## src/rtl/x_uart_frame_pkg.sv

```systemverilog
// Shared types and constants for the UART command deframer.
// Optional checksum byte enabled by defining X_UART_FRAME_RX_CSUM_EN.
package x_uart_frame_pkg;

`ifdef X_UART_FRAME_RX_CSUM_EN
   typedef enum logic [2:0] {
      ST_IDLE = 3'd0,
      ST_CMD  = 3'd1,
      ST_ADDR = 3'd2,
      ST_DHI  = 3'd3,
      ST_DLO  = 3'd4,
      ST_CSUM = 3'd5
   } state_e;

   localparam int unsigned FRAME_LEN = 6;

   // Frame checksum: XOR of every byte after the sync byte.
   function automatic logic [7:0] frame_csum(input logic [7:0] cmd,
                                             input logic [7:0] addr,
                                             input logic [7:0] dhi,
                                             input logic [7:0] dlo);
      return cmd ^ addr ^ dhi ^ dlo;
   endfunction
`else
   typedef enum logic [2:0] {
      ST_IDLE = 3'd0,
      ST_CMD  = 3'd1,
      ST_ADDR = 3'd2,
      ST_DHI  = 3'd3,
      ST_DLO  = 3'd4
   } state_e;

   localparam int unsigned FRAME_LEN = 5;
`endif

   localparam logic [7:0] SYNC_BYTE = 8'hA5;
   localparam logic [7:0] CMD_WR    = 8'h01;
   localparam logic [7:0] CMD_RD    = 8'h02;

endpackage

```

## src/rtl/x_uart_frame_timer.sv

```systemverilog
// Inter-byte gap timer. Counts idle cycles while a frame is in progress and
// raises a registered one-cycle o_expire as the count reaches
// TIMEOUT_CYCLES-1, so the consumer acts on it at the TIMEOUT_CYCLES-th
// idle cycle.
module x_uart_frame_timer #(
   parameter int unsigned TIMEOUT_CYCLES = 100000
) (
   input  logic i_clk,
   input  logic i_rst,
   input  logic i_run,
   input  logic i_kick,
   output logic o_expire
);

   localparam int unsigned      CNT_W = $clog2(TIMEOUT_CYCLES);
   localparam logic [CNT_W-1:0] LAST  = CNT_W'(TIMEOUT_CYCLES - 1);
   localparam logic [CNT_W-1:0] PRE   = CNT_W'(TIMEOUT_CYCLES - 2);

   logic [CNT_W-1:0] cnt_q, cnt_d;
   logic             expire_q, expire_d;

   // Next count: clear when idle or on a byte, otherwise count up and saturate.
   always_comb begin
      cnt_d    = cnt_q;
      expire_d = 1'b0;
      if (!i_run || i_kick) begin
         cnt_d = '0;
      end else begin
         if (cnt_q != LAST) cnt_d = cnt_q + CNT_W'(1);
         expire_d = (cnt_q == PRE);
      end
   end

   // Counter and expiry pulse registers.
   always_ff @(posedge i_clk or posedge i_rst) begin
      if (i_rst) begin
         cnt_q    <= '0;
         expire_q <= 1'b0;
      end else begin
         cnt_q    <= cnt_d;
         expire_q <= expire_d;
      end
   end

   assign o_expire = expire_q;

endmodule

```

## src/rtl/x_uart_frame_rx.sv

```systemverilog
// Byte-to-command deframer: SYNC CMD ADDR DATA_HI DATA_LO [CSUM].
// Define X_UART_FRAME_RX_CSUM_EN to require the trailing XOR checksum byte.
// Held outputs only change on a good frame; drops pulse o_err.
module x_uart_frame_rx
   import x_uart_frame_pkg::*;
#(
   parameter int unsigned TIMEOUT_CYCLES = 100000
) (
   input  logic        i_clk,
   input  logic        i_rst,
   input  logic        i_valid,
   input  logic [7:0]  i_data,
   output logic        o_cmd_valid,
   output logic        o_cmd_wr,
   output logic [7:0]  o_addr,
   output logic [15:0] o_wdata,
   output logic        o_err
);

   state_e      state_q, state_d;
   logic [7:0]  cmd_sh_q, cmd_sh_d;
   logic [7:0]  addr_sh_q, addr_sh_d;
   logic [7:0]  dhi_sh_q, dhi_sh_d;
`ifdef X_UART_FRAME_RX_CSUM_EN
   logic [7:0]  dlo_sh_q, dlo_sh_d;
`endif
   logic        cmd_valid_q, cmd_valid_d;
   logic        err_q, err_d;
   logic        cmd_wr_q, cmd_wr_d;
   logic [7:0]  addr_q, addr_d;
   logic [15:0] wdata_q, wdata_d;
   logic        expire;

   x_uart_frame_timer #(
      .TIMEOUT_CYCLES(TIMEOUT_CYCLES)
   ) u_timer (
      .i_clk    (i_clk),
      .i_rst    (i_rst),
      .i_run    (state_q != ST_IDLE),
      .i_kick   (i_valid),
      .o_expire (expire)
   );

   // Frame FSM next state; a byte in the expiry cycle takes priority over timeout.
   always_comb begin
      state_d     = state_q;
      cmd_sh_d    = cmd_sh_q;
      addr_sh_d   = addr_sh_q;
      dhi_sh_d    = dhi_sh_q;
`ifdef X_UART_FRAME_RX_CSUM_EN
      dlo_sh_d    = dlo_sh_q;
`endif
      cmd_valid_d = 1'b0;
      err_d       = 1'b0;
      cmd_wr_d    = cmd_wr_q;
      addr_d      = addr_q;
      wdata_d     = wdata_q;
      if (i_valid) begin
         case (state_q)
            ST_IDLE: if (i_data == SYNC_BYTE) state_d = ST_CMD;
            ST_CMD: begin
               if (i_data == CMD_WR || i_data == CMD_RD) begin
                  cmd_sh_d = i_data;
                  state_d  = ST_ADDR;
               end else begin
                  err_d   = 1'b1;
                  state_d = ST_IDLE;
               end
            end
            ST_ADDR: begin
               addr_sh_d = i_data;
               state_d   = ST_DHI;
            end
            ST_DHI: begin
               dhi_sh_d = i_data;
               state_d  = ST_DLO;
            end
`ifdef X_UART_FRAME_RX_CSUM_EN
            ST_DLO: begin
               dlo_sh_d = i_data;
               state_d  = ST_CSUM;
            end
            ST_CSUM: begin
               if (i_data == frame_csum(cmd_sh_q, addr_sh_q, dhi_sh_q, dlo_sh_q)) begin
                  cmd_valid_d = 1'b1;
                  cmd_wr_d    = (cmd_sh_q == CMD_WR);
                  addr_d      = addr_sh_q;
                  wdata_d     = {dhi_sh_q, dlo_sh_q};
               end else begin
                  err_d = 1'b1;
               end
               state_d = ST_IDLE;
            end
`else
            ST_DLO: begin
               cmd_valid_d = 1'b1;
               cmd_wr_d    = (cmd_sh_q == CMD_WR);
               addr_d      = addr_sh_q;
               wdata_d     = {dhi_sh_q, i_data};
               state_d     = ST_IDLE;
            end
`endif
            default: state_d = ST_IDLE;
         endcase
      end else if (expire && state_q != ST_IDLE) begin
         err_d   = 1'b1;
         state_d = ST_IDLE;
      end
   end

   // State, shadow and output registers; reset aborts any frame silently.
   always_ff @(posedge i_clk or posedge i_rst) begin
      if (i_rst) begin
         state_q     <= ST_IDLE;
         cmd_sh_q    <= '0;
         addr_sh_q   <= '0;
         dhi_sh_q    <= '0;
`ifdef X_UART_FRAME_RX_CSUM_EN
         dlo_sh_q    <= '0;
`endif
         cmd_valid_q <= 1'b0;
         err_q       <= 1'b0;
         cmd_wr_q    <= 1'b0;
         addr_q      <= '0;
         wdata_q     <= '0;
      end else begin
         state_q     <= state_d;
         cmd_sh_q    <= cmd_sh_d;
         addr_sh_q   <= addr_sh_d;
         dhi_sh_q    <= dhi_sh_d;
`ifdef X_UART_FRAME_RX_CSUM_EN
         dlo_sh_q    <= dlo_sh_d;
`endif
         cmd_valid_q <= cmd_valid_d;
         err_q       <= err_d;
         cmd_wr_q    <= cmd_wr_d;
         addr_q      <= addr_d;
         wdata_q     <= wdata_d;
      end
   end

   assign o_cmd_valid = cmd_valid_q;
   assign o_err       = err_q;
   assign o_cmd_wr    = cmd_wr_q;
   assign o_addr      = addr_q;
   assign o_wdata     = wdata_q;

endmodule

```

## config.mk

```make
export PLATFORM = sky130hd
export DESIGN_NAME = x_uart_frame_rx
export DESIGN_NICKNAME = d
export VERILOG_FILES = /design/src/rtl/x_uart_frame_pkg.sv /design/src/rtl/x_uart_frame_timer.sv /design/src/rtl/x_uart_frame_rx.sv
export SDC_FILE = /design/constraint.sdc
export NUM_CORES = 1
export LEC_CHECK = 0
export CAP_MARGIN = 0
export CELL_PAD_IN_SITES_DETAIL_PLACEMENT = 0
export CELL_PAD_IN_SITES_GLOBAL_PLACEMENT = 1
export CORE_UTILIZATION = 30
export DETAILED_ROUTE_END_ITERATION = 8
export PLACE_DENSITY_LB_ADDON = 0.08
export SLEW_MARGIN = 20
export SYNTH_ARGS = -nofsm -noshare
export SYNTH_HDL_FRONTEND = slang
export SYNTH_HIERARCHICAL = 1
export SYNTH_SLANG_ARGS = --single-unit
```

## constraint.sdc

```tcl
create_clock -name i_clk -period 1.9 [get_ports i_clk]
set_clock_uncertainty 0.15 [all_clocks]
set_input_delay 0.19 -clock i_clk [delete_from_list [all_inputs] [get_ports i_clk]]
set_output_delay 0.19 -clock i_clk [all_outputs]
set_load 0.05 [all_outputs]
```

==> results.json <==
{
  "p_int_mw": 2.26,
  "syn2layout_area_growth_pct": 29.8,
  "synth_top_cells_by_area": "dfrtp_1 56%, mux2_2 8.0%, mux2_4 7.9%",
  "max_freq_mhz": 542,
  "cts.path.max_buffers": 2,
  "syn_avg_cell_area_um2": 13.3,
  "synth_top_family_by_area": "simple AND/OR/NAND/NOR gates",
  "drt_iter0_drc": 44,
  "cts_tree": "yes",
  "avgRoutedWirePerCell_um": 15.1,
  "swShare": 0.228,
  "synth_xor_xnor_area_share": 0.0217,
  "ys_warn_count": 6,
  "clk_pin_slew_worst_paths_ns": 0.08,
  "synth_top_area_cell": "dfrtp_1",
  "synth.cell_area_mm2": 0.00324,
  "post_cts_buffers": 0,
  "clkSinkCount": 72,
  "finalWirelength_mm": 6.82,
  "power_mw": 2.92,
  "pwr-share-seq": 0.526,
  "synthCells": 243,
  "cp_num_cells": 1,
  "p_switching_uw": 666,
  "drive_gt1_frac": 0.316,
  "cp-startpoint": "o_addr[3]$_DFFE_PP0P_",
  "dp.final_hpwl_mm": 4.64,
  "arrival_ns": 1.51,
  "grt_pass1_vias": 2154,
  "antenna_cells": 0,
  "synth-compound-area-share": 0.0619,
  "io_pins": 38,
  "crit_buf_inv": 1,
  "firstDrtPassIters": 4,
  "ys_seq_area_frac": 0.557,
  "pre_cts_ws_ns": -0.173,
  "synth_adder_area_share": 0.00773,
  "post-route-min-period_ns": 1.85,
  "cp.required_ns": 1.56,
  "rrSetupSlack_ns": 0.13,
  "rr_endpoint": "u_timer/o_expire$_DFF_PP0_",
  "cts-root-buf": "clkbuf_8",
  "layout_setup_ws_ns": 0.0539,
  "fp.dieArea_mm2": 0.0112,
  "core_mm2": 0.0104,
  "initial_utilization": 0.312,
  "crit_path_top_delay_cell": "clkdlybuf4s50_1",
  "power_frac_comb": 0.038,
  "p_leak_nw": 2.26,
  "vias_per_cell": 4.62,
  "ant_nets": 0,
  "crit_path_end": "o_addr[3]",
  "p_clk_frac": 0.436,
  "r2r_cells": 4,
  "rows": 37,
  "grt_use_total": 0.137,
  "rr_startpoint": "state_q[2]$_DFFE_PP0P_",
  "final_max_slew_viol_count": 0,
  "fin_crit_sh": 0.972,
  "routabilityCongestion": 0.738,
  "max-cap-violations": 0,
  "yosysMostFrequentCell": "dfrtp_1",
  "muxShareOfSynthArea": 0.159,
  "path_class": "flip-flop to output port",
  "grt_pass1_wl_mm": 11.5,
  "cp-end-kind": "output port",
  "syn_nets": 256,
  "cellPowerDensity_mw_per_mm2": 695,
  "grt_overflow": 0,
  "irDropWorstVdd_v": 0.000397,
  "maxSlewHeadroom": 0.660,
  "clkLatencyLatePin_ns": 0.36,
  "placed_cells": 436,
  "vias": 2090,
  "drc": 0,
  "die_height_um": 106,
  "hp-class": "primary input to async pin",
  "grt_max_degree": 55,
  "io_buffers": 37,
  "synth_flop_cell": "dfrtp_1",
  "synth-simple-area-share": 0.164,
  "slowest_delay_ns": 0.80,
  "critical_path.cell_chain": "clkdlybuf4s50_1",
  "worst_pin_slew_ns": 0.509,
  "async_reset_ff_frac": 1.00,
  "ys_seq_elements": 72,
  "synth_common_cells": "72 x dfrtp_1, 23 x mux2_2, 17 x mux2_4",
  "cp_top_family": "buffers and inverters",
  "nFillCells": 1014,
  "start_kind": "flip-flop",
  "synthDominantCellAreaShare": 0.557,
  "fin_cells": 452,
  "fin_nets": 324,
  "status": "finished, final reports clean",
  "cp_max_fo": 2,
  "place_area_mm2": 0.00395,
  "rsz0062_at_grt": "false",
  "setup_viol": 0,
  "hold_buffers": 0,
  "synth-edff-count": 0,
  "yosysUniqueCellTypes": 48,
  "die_w_um": 106,
  "cts_inserted_buffers": 9,
  "hold_violations": 0,
  "finalHoldWorstSlack_ns": 0.0657,
  "htreeDepth": 3,
  "grt_antenna_before_repair": 0,
  "fin_area_mm2": 0.00420
}
## power by group through the flow
stage / combinational (mW) / clock (mW) / sequential [mW]
final: 0.112 / 1.27 / 1.54
after CTS: 0.117 / 1.33 / 1.54
after floorplan: 0.0395 / 0 / 1.57
after global placement: 0.117 / 0 / 1.57
after detailed placement: 0.116 / 0 / 1.57
after global routing: 0.126 / 1.39 / 1.54
## layout make-up
cell class / instances / area (µm²) / share of cell area
Tap cell: 136 / 170 / 0.0405
Timing Repair Buffer: 64 / 657 / 0.156
Clock buffer: 11 / 151 / 0.0360
Clock inverter: 5 / 55.1 / 0.0131
Sequential cell: 72 / 1800 / 0.429
Inverter: 7 / 26.3 / 0.00626
Multi-Input combinational cell: 157 / 1340 / 0.319
## routing by layer
metal | share of wire | wire (µm) | GRT usage | vias up
met2 | 0.46 | 3140 | 0.214 | 42
met3 | 0.052 | 353 | 0.0563 | 6
li1 | - | - | - | 1026
met4 | 0.013 | 89 | 0.0446 | 0
met5 | 0 | 0 | 0 | -
met1 | 0.47 | 3230 | 0.172 | 1016
## per-stage QoR
| stage | TNS [ns] | util |
|---|---|---|
| 3_3_place_gp | -1.12 | 0.381 |
| 2_1_floorplan | 0 | - |
| 5_1_grt | 0 | 0.405 |
| 4_1_cts | 0 | 0.400 |
| 3_5_place_dp | -1.01 | 0.381 |
| 6_report | 0 | 0.405 |
## how the worst min path moves through the flow
stage	to	slack, ns
finish	u_timer/cnt_q[8]$_DFFE_PP0P_	0.07
global route	u_timer/cnt_q[16]$_DFFE_PP0P_	0.09
floorplan	u_timer/cnt_q[0]$_DFFE_PP0P_	-0.02
global placement	cmd_sh_q[3]$_DFFE_PP0P_	0.32
detailed placement	cmd_sh_q[7]$_DFFE_PP0P_	0.32
CTS	u_timer/cnt_q[15]$_DFFE_PP0P_	0.05
## registers in the layout, indices dropped and copies added, names as in the netlist
signal            flops
u_timer/cnt_q        17
o_cmd_wr              1
u_timer/o_expire      1
o_addr                8
cmd_sh_q              8
o_err                 1
o_cmd_valid           1
o_wdata              16
state_q               3
addr_sh_q             8
dhi_sh_q              8
## layout by cell type, fill, tap and decap left out, drive strengths merged, types with 9 or more instances in the layout
cell,n
clkbuf,11
nand2,13
buf,27
clkdlybuf4s50,14
dlymetal6s2s,20
dfrtp,72
nor3,9
nor2,13
mux2,40
## cell families after synthesis
family | count (synthesis)
mux | 40
buf+inv | 14
fa+ha+maj | 2
flops | 72
simple gates | 79
compound gates | 28
xor+xnor | 8
## timing repair
item,in CTS,in global routing
pin swaps,0,0
endpoints found under the setup margin,3,20
resized for setup,3,20
(Power assumes the default switching activity.)
